<file path="src/rtl/rv32_instr_cache.sv">
// Direct-mapped read-only instruction cache: same-cycle hits, word-by-word line refill
// over a request/valid handshake, and whole-cache invalidate for fence.i.
module rv32_instr_cache #(
  parameter int LINES          = 16,
  parameter int WORDS_PER_LINE = 4
) (
  input  logic        clk,
  input  logic        reset,
  input  logic [31:0] instr_addr,
  output logic [31:0] instr_bus,
  output logic        instr_ready,
  input  logic        flush,
  output logic        mem_req,
  output logic [31:0] mem_addr,
  input  logic [31:0] mem_rdata,
  input  logic        mem_valid
);

  localparam int W_BITS    = $clog2(WORDS_PER_LINE);
  localparam int I_BITS    = $clog2(LINES);
  localparam int TAG_LSB   = W_BITS + I_BITS + 2;
  localparam int TAG_BITS  = 32 - TAG_LSB;
  localparam int LINE_BITS = TAG_BITS + I_BITS;

  typedef enum logic [0:0] {
    ST_IDLE   = 1'b0,
    ST_REFILL = 1'b1
  } state_t;

  state_t                state_r;
  state_t                state_next_s;
  logic [LINES-1:0]      valid_r;
  logic [TAG_BITS-1:0]   tag_mem_r  [LINES];
  logic [31:0]           data_mem_r [LINES][WORDS_PER_LINE];
  logic [W_BITS-1:0]     word_cnt_r;
  logic [W_BITS-1:0]     word_inc_s;
  logic [LINE_BITS-1:0]  fill_line_r;
  logic                  flush_pend_r;
  logic                  mem_req_r;
  logic [31:0]           mem_addr_r;

  logic [I_BITS-1:0]     idx_s;
  logic [W_BITS-1:0]     word_s;
  logic [TAG_BITS-1:0]   tag_s;
  logic                  lookup_hit_s;
  logic                  start_fill_s;
  logic                  last_word_s;
  logic [I_BITS-1:0]     fill_idx_s;
  logic [TAG_BITS-1:0]   fill_tag_s;
  logic                  unused_addr_s;

  assign idx_s         = instr_addr[TAG_LSB-1:W_BITS+2];
  assign word_s        = instr_addr[W_BITS+1:2];
  assign tag_s         = instr_addr[31:TAG_LSB];
  assign unused_addr_s = ^instr_addr[1:0];

  assign fill_idx_s  = fill_line_r[I_BITS-1:0];
  assign fill_tag_s  = fill_line_r[LINE_BITS-1:I_BITS];
  assign word_inc_s  = word_cnt_r + W_BITS'(1);
  assign last_word_s = (word_cnt_r == W_BITS'(WORDS_PER_LINE - 1));

  assign lookup_hit_s = valid_r[idx_s] && (tag_mem_r[idx_s] == tag_s);
  assign start_fill_s = (state_r == ST_IDLE) && !flush && !lookup_hit_s;

  assign mem_req  = mem_req_r;
  assign mem_addr = mem_addr_r;

  // Hit path: only an IDLE lookup without a flush may deliver an instruction
  always_comb begin
    instr_ready = 1'b0;
    instr_bus   = 32'h0000_0000;
    if ((state_r == ST_IDLE) && !flush && lookup_hit_s) begin
      instr_ready = 1'b1;
      instr_bus   = data_mem_r[idx_s][word_s];
    end else begin
      instr_ready = 1'b0;
      instr_bus   = 32'h0000_0000;
    end
  end

  // Refill FSM next-state decode
  always_comb begin
    state_next_s = state_r;
    case (state_r)
      ST_IDLE: begin
        if (start_fill_s) begin
          state_next_s = ST_REFILL;
        end else begin
          state_next_s = ST_IDLE;
        end
      end
      ST_REFILL: begin
        if (mem_valid && last_word_s) begin
          state_next_s = ST_IDLE;
        end else begin
          state_next_s = ST_REFILL;
        end
      end
      default: state_next_s = ST_IDLE;
    endcase
  end

  // Control state: FSM, word counter, valid bits, pending flush and memory request
  always_ff @(posedge clk) begin
    if (reset) begin
      state_r      <= ST_IDLE;
      word_cnt_r   <= '0;
      fill_line_r  <= '0;
      valid_r      <= '0;
      flush_pend_r <= 1'b0;
      mem_req_r    <= 1'b0;
      mem_addr_r   <= 32'h0000_0000;
    end else begin
      state_r <= state_next_s;
      case (state_r)
        ST_IDLE: begin
          flush_pend_r <= 1'b0;
          if (flush) begin
            valid_r <= '0;
          end else if (start_fill_s) begin
            fill_line_r <= instr_addr[31:W_BITS+2];
            word_cnt_r  <= '0;
            mem_req_r   <= 1'b1;
            mem_addr_r  <= {instr_addr[31:W_BITS+2], {(W_BITS + 2){1'b0}}};
          end else begin
            mem_req_r <= 1'b0;
          end
        end
        ST_REFILL: begin
          // A flush anywhere in the refill, including the final beat, keeps the line invalid
          if (mem_valid && last_word_s) begin
            word_cnt_r   <= '0;
            mem_req_r    <= 1'b0;
            flush_pend_r <= 1'b0;
            if (flush) begin
              valid_r <= '0;
            end else if (!flush_pend_r) begin
              valid_r[fill_idx_s] <= 1'b1;
            end
          end else begin
            if (mem_valid) begin
              word_cnt_r <= word_inc_s;
              mem_addr_r <= {fill_line_r, word_inc_s, 2'b00};
            end
            if (flush) begin
              valid_r      <= '0;
              flush_pend_r <= 1'b1;
            end
          end
        end
        default: begin
          mem_req_r <= 1'b0;
        end
      endcase
    end
  end

  // Line storage: data and tags carry no reset, the valid bits guard them
  always_ff @(posedge clk) begin
    if (!reset && (state_r == ST_REFILL) && mem_valid) begin
      data_mem_r[fill_idx_s][word_cnt_r] <= mem_rdata;
      if (last_word_s) begin
        tag_mem_r[fill_idx_s] <= fill_tag_s;
      end
    end
  end

endmodule
</file>
<file path="config.mk">
export PLATFORM = sky130hd
export DESIGN_NAME = rv32_instr_cache
export DESIGN_NICKNAME = d
export VERILOG_FILES = /design/src/rtl/rv32_instr_cache.sv
export SDC_FILE = /design/constraint.sdc
export NUM_CORES = 2
export LEC_CHECK = 0
export ABC_CLOCK_PERIOD_IN_PS = 3900
export BUFFER_PORTS_ARGS = -buffer_cell sky130_fd_sc_hd__buf_2
export CORE_ASPECT_RATIO = 1.25
export CORE_MARGIN = 2
export CORE_UTILIZATION = 54
export CTS_CLUSTER_SIZE = 20
export DETAILED_ROUTE_END_ITERATION = 16
export PLACE_DENSITY = 0.73
export SYNTH_ARGS = -nofsm -noshare
export SYNTH_HDL_FRONTEND = slang
export SYNTH_SLANG_ARGS = --single-unit
</file>
<file path="constraint.sdc">
create_clock -name clk -period 3.9 [get_ports clk]
set_input_delay 0.585 -clock clk [delete_from_list [all_inputs] [get_ports clk]]
set_output_delay 0.585 -clock clk [all_outputs]
set_load 0.005 [all_outputs]
</file>
==> results <==
- The flow ran to the end, but the final reports show violations.
- The final reports fail on setup timing.
- Timing would allow up to 226.6 MHz.
- The analysis attributes to cell leakage a power of 35.16 nW.
- The met3 global-route usage is 4.932%.
- The number of enable-type register cells in the synthesized netlist is 2432.
- Across all setup checks in the final design, the least slack found is -0.5134 ns.
- The routed design could run at a clock period as short as 4.413 ns.
- For this run, the leading register cell type out of synthesis is edfxtp_1.
- From synthesis to final layout, the design area changed by 14.48%.
- The buffer cell driving the clock tree root is clkbuf_16.
- In the global route stage, overall resource usage came out at 26.60%.
- In the final routed layout, each cell accounts on average for 33.61 um.
- The floorplan row count is 173.
- The worst clock skew on the final layout is 0.06466 ns.
- The part of the power in the clock network is 39.6%.
- Routability-driven placement finished with a final weighted congestion of 0.8776.
- The initial detailed-routing violation count is 6014.
- STA puts the critical path data required time at 3.31 ns.
- The number of distinct library cells after synthesis is 74.
- The total routed wirelength is 241500 um.
- Along the worst path, the maximum fanout reaches 33.
- The layout has 11450 filler cells.
- The starting density of the core is 54.47%.
- The HPWL after detailed placement is 135700 um.
- TritonCTS created 221 clock buffers.
- Setup violations remaining at the end of the flow were counted as 33.
- The global routing usage on met1 is 35.35%.
- In the final design database the tool counted 4701 nets.
- In this run the most used layer during global routing was met2.
- The remaining global-route overflow is 0.
- After detailed routing, the number of vias per cell comes to 6.589.
- The number of instances in the synthesized netlist is 4189.
- The clock latency at the later pin of the worst-skew pair is 0.88 ns.
- The final design area excluding fillers is 111100 um2.
- Across the run, the number of max-cap violations was 0.
- The horizontal die dimension is 383.1 um.
- The number of pins with negative max-slew slack in the final report came to 0.
- The first global-routing pass estimated 344800 um of wire.
- The number of synthesized register bits is 2511.
- The height of the die is 477.9 um.
- The first TritonRoute pass finished after 5 iterations.
- The die covers 183100 um2.
- The total standard cell area after synthesis is 97030 um2.
- The I/O pin total is 134.
- The core area is 178100 um2.
- The clock input transition at the sequential cells of the worst setup and hold paths is 0.06 ns.
- In this run the tool buffered the top-level ports with 129 buffer cells.
- Per report_power, the sequential group accounts for 55.0% of the total.
- The share of the clock period used by the worst path after layout is 113.2%.
- The headroom to the max-slew limit is 19.61%.
- The number of H-tree levels is 4.
- The longest clock path from root to sink contains 3 buffers.
- The DRC violation count after routing is 0.
- Setup repair after global routing could not meet its margin everywhere.
- The total vias in the final route is 47340.
- Internal power comes to 42.73 mW.
- For met2 alone, demand over resource in global routing was 44.48%.
- The share of total power dissipated in combinational logic is 5.4%.
- The critical path capture point type is an output pin.
- The cell area reported after detailed placement is 103800 um2.
- The mean post-synth cell area is 23.16 um2.
- The worst hold path belongs to the class in -> reg.
- The net switching component of the power is 11.32 mW.
- Entering global routing, the biggest net connects 81 pins.
- The final-layout worst hold slack is 0.04346 ns.
- The worst setup path is launched from a register.
- Data on the critical path arrives at its endpoint at 3.83 ns.
- TritonCTS built the clock tree.
- At the pin with the least slew margin, the transition time is 1.199 ns.
- In this run the power density over the cells is 486.6 nW/um2.
- In this run switching power makes up 20.95% of total power.
- The initial antenna violation count came to 28.
- The portion of the post-synthesis area used by sequential elements is 76.90%.
- The largest vdd supply drop is 0.3990 mV.
- The count of synthesis-stage warnings from yosys is 0.
- The detail route stage leaves a number of antenna-violating nets equal to 0.
- The fraction of final layout cells sized beyond drive strength 1 is 32.85%.
- The total count of hold-check failures in the final report is 0.
- The share of synthesized registers carrying an async set or reset is 0%.
- The number of global-route vias before repair is 48090.
- By startpoint and endpoint, the worst setup path is classified as reg -> out.
- The clock net in this run drives a total of 2511 sinks.
==> logic make-up (layout without fill, tap and decap cells) <==
family | count (synthesis) | count (layout) | share of synthesized area (%)
DFF | 2511 | 2511 | 76.90
adders and majority gates | 4 | 4 | 0.05158
muxes | 867 | 867 | 18.42
AOI/OAI and AO/OA | 239 | 239 | 1.734
buffers and inverters | 257 | 877 | 1.253
and+or+nand+nor | 294 | 294 | 1.497
other | 1 | 14 | 0.003865
xor gates and xnor gates | 16 | 16 | 0.1444
==> placed cells by master, fill, tap and decap left out, types with 19 or more instances in the layout <==
master	Yosys	layout
nor2_1	95	29
buf_4	16	203
mux2_2	19	19
nor2_4	0	65
dfxtp_1	79	78
a21oi_1	47	47
nand3_1	47	45
clkinv_2	0	31
o21ai_0	34	34
buf_12	0	115
mux2i_1	115	115
mux4_2	731	731
edfxtp_1	2432	2432
nor2b_1	51	48
nand2_1	45	45
clkbuf_1	89	57
a211oi_1	64	64
clkinv_1	2	47
buf_2	93	124
clkbuf_16	0	227
==> power groups by stage <==
stage / Combinational [mW] / Sequential (mW) / Clock [mW]
after floorplan: 1.59 / 30.3 / 0
after global placement: 2.83 / 30.3 / 0
after detailed placement: 2.88 / 30.3 / 0
after CTS: 2.92 / 29.7 / 21.7
after global routing: 3.06 / 29.7 / 22.6
final: 2.91 / 29.7 / 21.4
==> state kept, by name (all words and copies together), names as in the netlist <==
| name | count |
|---|---|
| data_mem_r | 2048 |
| tag_mem_r | 384 |
| mem_addr | 30 |
| fill_line_r | 28 |
| valid_r | 16 |
| word_cnt_r | 2 |
| flush_pend_r | 1 |
| mem_req | 1 |
| state_r | 1 |
==> critical path, cell delays in order, from the launching register on <==
cell and delay [ns]:
edfxtp_1 0.37, mux4_2 0.47, mux2i_1 0.16, mux2i_1 0.12, xnor2_1 0.18, buf_4 0.16
or4b_4 0.47, nor4_2 0.18, and3_1 0.21, nand3_2 0.13, buf_12 0.19, nor2b_1 0.15
buf_2 0.13
==> layout make-up <==
| class | instances | area, um2 | area share [%] |
|---|---|---|---|
| diodes | 12 | 30.03 | 0.02703 |
| clock inverters | 116 | 1115 | 1.004 |
| well taps | 2362 | 2955 | 2.661 |
| inverters | 13 | 48.80 | 0.04393 |
| clock buffers | 288 | 5949 | 5.356 |
| multi-input cells | 1422 | 21730 | 19.56 |
| flip-flops and latches | 2511 | 74610 | 67.17 |
| repair buffers | 460 | 4643 | 4.180 |
==> metrics by stage <==
| step | setup TNS [ns] | cells | util [%] | setup slack [ns] | power [mW] |
|---|---|---|---|---|---|
| global placement | -6.451 | 6754 | 58.28 | -0.1229 | 33.14 |
| finish | -15.77 | 7184 | 62.35 | -0.5134 | 54.06 |
| floorplan | -169.83 | 4190 | - | -0.2709 | 31.86 |
| global route | -23.85 | 7178 | 62.35 | -0.7576 | 55.40 |
| detailed placement | -4.250 | 6754 | 58.28 | -0.1156 | 33.20 |
| CTS | -15.59 | 7172 | 62.33 | -0.5110 | 54.32 |
==> timing repair <==
action | 4_1_cts | 5_1_grt
setup endpoints to repair | 33 | 33
resized for setup | 0 | 5
endpoints found under the hold margin | 14 | 0
hold buffers | 14 | 0
setup buffers | 0 | 0
cloned | 0 | 0
==> final timing paths <==
path	to	depth (start not counted)	slack (ns)	from
worst max-delay path	instr_bus[7]	12	-0.51	tag_mem_r[7][11]$_DFFE_PP_
worst min register to register	valid_r[12]$_SDFFE_PP0P_	2	0.46	valid_r[12]$_SDFFE_PP0P_
worst min-delay path	fill_line_r[6]$_SDFFE_PP0P_	3	0.04	instr_addr[10]
worst max register to register	mem_addr[21]$_SDFFE_PP0P_	12	0.45	tag_mem_r[11][9]$_DFFE_PP_
==> cells in the mapped netlist, types with 14 or more instances <==
library cell,count,area share (%)
mux2i_1,115,1.2
a211oi_1,64,0.50
mux2_2,19,0.22
mux4_2,731,17
dfxtp_1,79,1.6
buf_4,16,0.12
buf_2,93,0.48
clkbuf_1,89,0.34
a21oi_1,47,0.24
a22oi_1,16,0.12
buf_1,36,0.14
nor2_1,95,0.37
o21ai_0,34,0.18
nor2b_1,51,0.33
nand3_1,47,0.24
nand2b_1,14,0.090
edfxtp_1,2432,75
nand2_1,45,0.17
==> metal layers <==
layer | routed length, um | up-vias
met2 | 122400 | 2792
met3 | 22110 | 523
met4 | 9235 | 14
met1 | 87590 | 25170
li1 | - | 18840
met5 | 96 | -
(Power assumes the default switching activity.)
